### src/rtl/inst_assembler.sv
// Instruction assembler for a 4004-style core: groups program words into one- or
// two-word instructions, tags each with its first-word address, and queues them for execute.
module inst_assembler #(
   parameter int                ADDR_W   = 12,
   parameter int                DEPTH    = 4,
   parameter logic [ADDR_W-1:0] RESET_PC = '0
) (
   input  logic                         clk,
   input  logic                         rst_n,
   input  logic [7:0]                   in_word,
   input  logic                         in_valid,
   output logic                         in_ready,
   input  logic                         flush,
   input  logic [ADDR_W-1:0]            flush_pc,
   output logic                         out_valid,
   input  logic                         out_ready,
   output logic [1:0]                   out_len,
   output logic [7:0]                   out_w0,
   output logic [7:0]                   out_w1,
   output logic [ADDR_W-1:0]            out_pc,
   output logic [ADDR_W-1:0]            fetch_pc,
   output logic                         partial,
   output logic [$clog2(DEPTH+1)-1:0]   level
);

   localparam int                LVL_W   = $clog2(DEPTH + 1);
   localparam int                PTR_W   = $clog2(DEPTH);
   localparam logic [LVL_W-1:0]  DEPTH_L = LVL_W'(DEPTH);

   typedef enum logic {IDLE, WAIT2} state_e;

   typedef struct packed {
      logic [ADDR_W-1:0] pc;
      logic [1:0]        len;
      logic [7:0]        w0;
      logic [7:0]        w1;
   } entry_t;

   state_e            state_q, state_d;
   logic              partial_q, partial_d;
   logic [7:0]        held_word_q, held_word_d;
   logic [ADDR_W-1:0] held_pc_q, held_pc_d;
   logic [ADDR_W-1:0] fetch_pc_q, fetch_pc_d;
   logic [LVL_W-1:0]  level_q, level_d;
   logic [PTR_W-1:0]  wr_ptr_q, wr_ptr_d;
   logic [PTR_W-1:0]  rd_ptr_q, rd_ptr_d;
   entry_t            mem_q [DEPTH];

   logic   accept;
   logic   pop;
   logic   push;
   entry_t push_entry;
   entry_t head;

   // JCN, FIM (even OPA), JUN, JMS and ISZ carry a second word.
   function automatic logic is_two_word(input logic [7:0] w);
      case (w[7:4])
         4'h1, 4'h4, 4'h5, 4'h7: return 1'b1;
         4'h2:                   return ~w[0];
         default:                return 1'b0;
      endcase
   endfunction

   assign in_ready  = !flush && (level_q < DEPTH_L);
   assign out_valid = (level_q != '0) && !flush;
   assign accept    = in_valid && in_ready;
   assign pop       = out_valid && out_ready;

   // NOTE: every signal written here gets a default first, so no latch can be inferred.
   always_comb begin
      state_d     = state_q;
      partial_d   = partial_q;
      held_word_d = held_word_q;
      held_pc_d   = held_pc_q;
      fetch_pc_d  = fetch_pc_q;
      level_d     = level_q;
      wr_ptr_d    = wr_ptr_q;
      rd_ptr_d    = rd_ptr_q;
      push        = 1'b0;
      push_entry  = '0;

      if (flush) begin
         state_d    = IDLE;
         partial_d  = 1'b0;
         fetch_pc_d = flush_pc;
         level_d    = '0;
         wr_ptr_d   = '0;
         rd_ptr_d   = '0;
      end else begin
         if (accept) begin
            fetch_pc_d = fetch_pc_q + ADDR_W'(1);
            if (state_q == WAIT2) begin
               push       = 1'b1;
               push_entry = '{pc: held_pc_q, len: 2'd2, w0: held_word_q, w1: in_word};
               state_d    = IDLE;
               partial_d  = 1'b0;
            end else if (is_two_word(in_word)) begin
               held_word_d = in_word;
               held_pc_d   = fetch_pc_q;
               state_d     = WAIT2;
               partial_d   = 1'b1;
            end else begin
               push       = 1'b1;
               push_entry = '{pc: fetch_pc_q, len: 2'd1, w0: in_word, w1: 8'h00};
            end
         end
         if (push) wr_ptr_d = wr_ptr_q + PTR_W'(1);
         if (pop)  rd_ptr_d = rd_ptr_q + PTR_W'(1);
         level_d = level_q + LVL_W'(push) - LVL_W'(pop);
      end
   end

   // NOTE: sequential state uses non-blocking assignments so every flop samples pre-edge values.
   always_ff @(posedge clk or negedge rst_n) begin
      if (!rst_n) begin
         state_q     <= IDLE;
         partial_q   <= 1'b0;
         held_word_q <= '0;
         held_pc_q   <= '0;
         fetch_pc_q  <= RESET_PC;
         level_q     <= '0;
         wr_ptr_q    <= '0;
         rd_ptr_q    <= '0;
      end else begin
         state_q     <= state_d;
         partial_q   <= partial_d;
         held_word_q <= held_word_d;
         held_pc_q   <= held_pc_d;
         fetch_pc_q  <= fetch_pc_d;
         level_q     <= level_d;
         wr_ptr_q    <= wr_ptr_d;
         rd_ptr_q    <= rd_ptr_d;
      end
   end

   // NOTE: queue storage is not reset; an empty queue forces the visible head to zero instead.
   always_ff @(posedge clk) begin
      if (push) mem_q[wr_ptr_q] <= push_entry;
   end

   assign head     = (level_q != '0) ? mem_q[rd_ptr_q] : '0;
   assign out_pc   = head.pc;
   assign out_len  = head.len;
   assign out_w0   = head.w0;
   assign out_w1   = head.w1;
   assign fetch_pc = fetch_pc_q;
   assign partial  = partial_q;
   assign level    = level_q;

endmodule

### config.mk
export PLATFORM = sky130hd
export DESIGN_NAME = inst_assembler
export DESIGN_NICKNAME = d
export VERILOG_FILES = /design/src/rtl/inst_assembler.sv
export SDC_FILE = /design/constraint.sdc
export NUM_CORES = 1
export LEC_CHECK = 0
export CORE_AREA = 5 5 115 127
export CTS_CLUSTER_SIZE = 8
export DETAILED_ROUTE_END_ITERATION = 6
export DIE_AREA = 0 0 120 132
export HOLD_SLACK_MARGIN = 0.03
export PLACE_DENSITY = 0.75
export SLEW_MARGIN = 30
export SYNTH_ARGS = -nofsm -noshare
export SYNTH_HDL_FRONTEND = slang
export SYNTH_SLANG_ARGS = --single-unit
### constraint.sdc
create_clock -name clk -period 6.2 [get_ports clk]
set_input_delay 0.62 -clock clk [delete_from_list [all_inputs] [get_ports clk]]
set_output_delay 0.62 -clock clk [all_outputs]
set_load 0.05 [all_outputs]
==> results of run 1 <==
cell type report:
class / count / area (um^2) / area share (%)
repair buffers: 78 / 763 / 9.07
clock inverters: 11 / 161 / 1.92
multi-input cells: 249 / 2190 / 26.0
inverters: 5 / 18.8 / 0.223
clock buffers: 21 / 450 / 5.35
flip-flops and latches: 161 / 4630 / 55.0
well taps: 161 / 201 / 2.39
power groups by stage:
stage / Sequential [mW] / Clock [mW] / Combinational (mW)
floorplan: 1.38 / 0 / 0.718
global placement: 1.39 / 0 / 1.02
detailed placement: 1.40 / 0 / 1.03
CTS: 1.39 / 1.10 / 1.04
global route: 1.40 / 1.14 / 1.08
finish: 1.38 / 1.08 / 1.03
metal layers:
layer	routed length, um	GRT usage, %	vias up
met2	7970	34.3	127
met1	5940	24.7	2039
met5	0	0	-
met4	202	6.81	0
li1	-	-	1783
met3	628	3.86	23
cell usage in the layout (no fill, tap or decap), types with 3 or more instances in the layout:
master / Yosys / layout
buf_4: 0 / 7
nor3_1: 9 / 8
clkbuf_1: 18 / 3
nor2_1: 11 / 11
nor2b_1: 32 / 32
inv_1: 5 / 5
o21ai_0: 29 / 29
edfxtp_1: 120 / 120
xor2_1: 7 / 7
nand3_1: 19 / 19
and2_1: 6 / 3
mux2i_1: 4 / 4
clkdlybuf4s50_1: 0 / 71
clkinv_2: 0 / 3
mux2_1: 3 / 3
mux4_2: 30 / 30
mux2_4: 17 / 17
nand2_1: 36 / 36
dfrtp_1: 41 / 40
and3_1: 9 / 9
clkbuf_16: 0 / 17
ha_1: 6 / 6
and2_2: 0 / 3
xnor2_1: 9 / 9
bufinv_16: 0 / 4
clkinvlp_4: 0 / 3
cell families (layout without fill, tap and decap cells):
| group | Yosys count | after routing |
|---|---|---|
| flops | 161 | 161 |
| simple gates | 137 | 137 |
| mux | 55 | 55 |
| compound gates | 34 | 34 |
| buf+inv | 32 | 115 |
| xor+xnor | 16 | 16 |
| fa+ha+maj | 7 | 7 |
sequential cells by signal, indices dropped and copies added (netlist names), 2 cells and up:
name and cells:
mem_q 120, wr_ptr_q 2, level 3, held_word_q 8, rd_ptr_q 2, fetch_pc 12
held_pc_q 12
worst max path at each step:
| stage | cells past startpoint | to | start |
|---|---|---|---|
| CTS | 3 | out_pc[1] | rd_ptr_q[0] |
| finish | 3 | out_pc[1] | rd_ptr_q[0] |
| global placement | 10 | level[2] | in_word[4] |
| detailed placement | 10 | level[2] | in_word[4] |
| global route | 3 | out_pc[1] | rd_ptr_q[0] |
| floorplan | 5 | mem_q[0][0] | flush |
==> results_dict.tcl, run 1 <==
set metrics [dict create \
    cp_slowest_stage_delay_ns 0.85 \
    post_synth_inst_count 442 \
    worst_path_dominant_cell_family "flip-flops" \
    timing.fmax_mhz 291 \
    gr-total-overflow 0 \
    holdBufCountCts 0 \
    grt_pass1_vias 4240 \
    drt_iter0_markers 263 \
    totalWireLength_um 14700 \
    rrSetupSlack_ns 3.69 \
    critical_path_buf_inv_count 1 \
    grt_first_pass_wirelength_um 23700 \
    run_status "completed" \
    final_net_count 544 \
    final_design_area_no_fill_mm2 0.00842 \
    share_clk_of_total_power_pct 31.1 \
    worst_hold_path_type "in2async" \
    synth_area_in_xor_xnor_pct 2.02 \
    num_antenna_cells 0 \
    synth.avg_cell_area_um2 15.7 \
    arrival_ns 2.82 \
    finalSetupTns_ns 0 \
    synth_top_family_by_area "multiplexers" \
    worst_slew_margin_rel_pct 43.5 \
    setup_slack_ns 2.76 \
    crit_path_max_fanout 32 \
    filler_cell_count 958 \
    postSynthNetCount 474 \
    post_synth_mux_area_share_pct 14.6 \
    areaGrowthSynthToFinish_pct 21.1 \
    synth_area_leaders "edfxtp_1 52%, dfrtp_1 15%, mux4_2 9.7%" \
    crit_path_end_kind "output port" \
    setup_violations 0 \
    finalWorstPathRequiredPeriod_ns 3.44 \
    pwr-share-seq_pct 39.6 \
    combinationalPowerShare_pct 29.4 \
    dp_hpwl_um 8520 \
    swShare_pct 32.2 \
    initial_utilization_pct 52.8 \
    power_density_mw_per_mm2 415 \
    synth-warning-count 0 \
    synth-seq-cells 161 \
    die_area_mm2 0.0158 \
    yosys_most_used_dff "edfxtp_1" \
    critical_path.reg2reg.startpoint "level[2]" \
    final_layout_size_suffix_gt1_share_pct 17.9 \
    synth-compound-area-share_pct 2.86 \
    synth_enable_flop_cells 120 \
    final_cells 686 \
    numCtsBuffers 17 \
    final_power_mw 3.49 \
    vias 3972 \
    synth_largest_area_cell "edfxtp_1" \
    clock_tree_from_tritoncts "built" \
    internal_power_mw 2.37 \
    maxCapViolations 0 \
    critPathSlowestCell "dfrtp_4" \
    final_antenna_net_count 0 \
    cts.path.max_buffers 2 \
    clock_sink_count 161 \
    power_leakage_nw 3.07 \
    synth_commonest_cells "120 x edfxtp_1, 41 x dfrtp_1, 36 x nand2_1" \
    timing.critical_path.cells "mux4_2 -> nor2b_1 -> clkdlybuf4s50_1" \
    clock_network_latency_to_the_later_pin_of_the_worst_skew_pair_ns 0.42 \
    synthArstFlopShare_pct 25.5 \
    finClkSkew_ns 0.00526 \
    routed_wire_length_per_instance_um 21.5 \
    critical_path_class "reg2out" \
    synthMostInstantiatedCell "edfxtp_1" \
    dpl_cell_area_mm2 0.00780 \
    core-area_mm2 0.0132 \
    pre_cts_setup_slack_ns 2.75 \
    die_height_um 132 \
    syn_area_mm2 0.00695 \
    boundaryPins 73 \
    power.net_switching_mw 1.13 \
    vdd_ir_max_v 0.000350 \
    synth_fa_ha_area_share_pct 1.37 \
    final.hold.worst_slack_ns 0.196 \
    dp.cells 654 \
    fin_crit_sh_pct 55.5 \
    num_rows 44 \
    vias_per_cell 5.79 \
    cts_max_level 4 \
    postCtsResizedCells 0 \
    finish.utilization_pct 64.0 \
    portBuffers 72 \
    synthesized_area_fraction_occupied_by_and_or_nand_nor_cells_pct 10.5 \
    synthDominantCellAreaShare_pct 51.8 \
    r2r_cells 4 \
    drc 0 \
    synth.lib_cells_used.distinct 39 \
    synth_seq_area_share_pct 66.6 \
    number_of_iterations_in_the_first_detailed_routing_pass 5 \
    timing.rr.end "held_pc_q[1]" \
    width_of_the_die_um 120 \
    transition_time_of_the_tightest_slew_check_pin_ns 0.848 \
    place.gp.congestion 0.779 \
    timing.critical_path.from_type "register" \
    worst_ep_required_time_ns 5.58 \
    grtUsageTotal_pct 19.7 \
    final_max_slew_viol_count 0 \
    grt_start_max_net_pins 42 \
    cts.clk_slew.worst_paths_ns 0.06 \
    antenna_found_initial 0 \
    rsz_0062_raised_after_global_routing "no" \
    cts_setup_buffers 0 \
    cts_root_buffer "clkbuf_16" \
    hold_viol_final 0 \
]
Power figures use the tool's default switching activity.
==> inputs of run 2 (changes only) <==
- CORE_AREA: 5 5 115 127 -> 5 5 118 131
- DIE_AREA: 0 0 120 132 -> 0 0 123 136
- clock period: 6.2 -> 3.1 ns (I/O delays scaled with it)
==> run 2 against run 1 <==
  * Non-clock buffer count rose by 11
  * Core utilization fell by 3.6 points
  * Cell count grew 6.1%
  * Critical endpoint is now out_w1[6]
  * Register-to-register slack got worse by 3.0 ns
  * Clock skew is 0.0035 ns higher
  * Worst hold slack gained 0.22 ns
==> results_dict.tcl, run 2 (synthesis gave the netlist of run 1 again) <==
set metrics [dict create \
    run_status "completed" \
    cts_root_buffer "clkbuf_16" \
    worst_slew_margin_rel_pct 37.1 \
    worst_hold_path_type "in2async" \
    dpl_cell_area_mm2 0.00792 \
    hold_viol_final 0 \
    critical_path_buf_inv_count 2 \
    final_antenna_net_count 0 \
    layout.cells.most_common_list "120 x edfxtp_1, 69 x clkdlybuf4s50_1, 40 x dfrtp_1, 36 x nand2_1, 32 x nor2b_1" \
    core-area_mm2 0.0141 \
    final_max_slew_viol_count 0 \
    totalWireLength_um 13700 \
    cts_setup_buffers 0 \
    number_of_iterations_in_the_first_detailed_routing_pass 4 \
    num_antenna_cells 0 \
    crit_path_max_fanout 18 \
    grtUsageMet1_pct 24.9 \
    busiest_layer "met2" \
    grt_pass1_vias 4073 \
    vdd_ir_max_v 0.000428 \
    grt_first_pass_wirelength_um 22600 \
    width_of_the_die_um 123 \
    die_area_mm2 0.0167 \
    worst_ep_required_time_ns 2.79 \
    die_height_um 136 \
    multiInputGateArea_mm2 0.00218 \
    transition_time_of_the_tightest_slew_check_pin_ns 0.943 \
    final_layout_size_suffix_gt1_share_pct 19.4 \
    clock_sink_count 161 \
    clock_network_latency_to_the_later_pin_of_the_worst_skew_pair_ns 0.42 \
    crit_path_end_kind "output port" \
    ff_latch_area_mm2 0.00463 \
    layout.cells.most_common "edfxtp_1" \
    drt_iter0_markers 319 \
    vias 3949 \
    timing.fmax_mhz 340 \
    cts.clk_slew.worst_paths_ns 0.06 \
    worst_path_dominant_cell_family "buffers and inverters" \
    num_rows 46 \
    portBuffers 72 \
    drc 0 \
    grtUsageTotal_pct 17.9 \
    power_density_mw_per_mm2 805 \
    maxCapViolations 0 \
    gr-usage-met3_pct 4.04 \
    routed_wire_length_per_instance_um 18.8 \
    finClkSkew_ns 0.00879 \
    antenna_found_initial 0 \
    timing.critical_path.cells "buf_12 -> mux4_2 -> nor2b_1 -> clkdlybuf4s50_1" \
    clock_tree_from_tritoncts "built" \
    cp_slowest_stage_delay_ns 0.73 \
    critical_path_class "reg2out" \
    vias_per_cell 5.42 \
    place.gp.congestion 0.789 \
    largest_register_ffs 120 \
    timing.critical_path.from_type "register" \
    boundaryPins 73 \
    finalWorstPathRequiredPeriod_ns 2.94 \
    rsz_0062_raised_after_global_routing "no" \
    numCtsBuffers 17 \
    initial_utilization_pct 49.3 \
    largest_register "mem_q" \
    final_design_area_no_fill_mm2 0.00851 \
    final_cells 728 \
    gr-usage-met2_pct 28.2 \
    grt_start_max_net_pins 42 \
    areaGrowthSynthToFinish_pct 22.5 \
    gr-total-overflow 0 \
    cts_max_level 4 \
    dp.cells 695 \
    cts.path.max_buffers 2 \
    fin_crit_sh_pct 94.8 \
    filler_cell_count 1061 \
    setup_violations 0 \
    power_leakage_nw 3.12 \
    final_net_count 555 \
    finalSetupTns_ns 0 \
    critPathSlowestCell "clkdlybuf4s50_1" \
    dp_hpwl_um 8670 \
    arrival_ns 2.63 \
]
-- run 2: changes by cell type in the layout (fill, tap and decap cells not counted), moves of 2 or more --
cell             change
clkinv_4             +2
and2_2               -3
inv_6                +5
clkbuf_1             -3
buf_4               +11
clkinv_2             -2
clkdlybuf4s50_1      -2
clkinvlp_4           -2
clkinv_1             +2
and2_1               +3
bufinv_16            -2
-- run 2: report_power, final --
group	switching, mW	leakage (nW)	internal [mW]	total, mW
Combinational	1.26	1.15	0.873	2.13
Clock	0.832	0.283	1.19	2.03
Sequential	0.164	1.69	2.53	2.69
-- run 2: worst paths after layout --
kind | from | endpoint | slack (ns) | cells past startpoint
max | rd_ptr_q[0] | out_w1[6] | 0.16 | 4
min | rst_n | fetch_pc[10] | 0.42 | 2
max reg2reg | level[2] | mem_q[0][13] | 0.73 | 5
min reg2reg | held_word_q[7] | held_word_q[7] | 0.49 | 1
max in group asynchronous | rst_n | rd_ptr_q[0] | 2.27 | 2
min in group clk | flush_pc[8] | fetch_pc[8] | 0.45 | 3
-- run 2: cell type report --
type                       instances  area share [%]
sequential                       161            54.4
timing repair buffer              89            10.1
inverter                           5           0.220
clock buffer                      17            5.00
tap                              192            2.82
multi-input combinational        249            25.7
clock inverter                    15            1.84
-- run 2: through the flow --
step | hold slack [ns] | util [%] | setup slack, ns | power (mW)
final | 0.420 | 60.4 | 0.161 | 6.85
after global placement | 0.473 | 56.1 | 0.219 | 4.85
after global routing | 0.465 | 60.4 | 0.0541 | 7.16
after floorplan | 0.0144 | - | 0.475 | 4.20
after CTS | 0.0646 | 60.3 | 0.115 | 6.93
after detailed placement | 0.473 | 56.1 | 0.219 | 4.90
-- run 2: repair_timing --
action,CTS,global route
endpoints found under the setup margin,0,0
resized for setup,0,0
hold endpoints to repair,0,41
hold buffers,0,1
-- run 2: per-layer routing --
metal,wire length [um],vias to the layer above
met1,5830,2000
met3,827,13
li1,-,1810
met4,235,0
met5,0,-
met2,6820,126
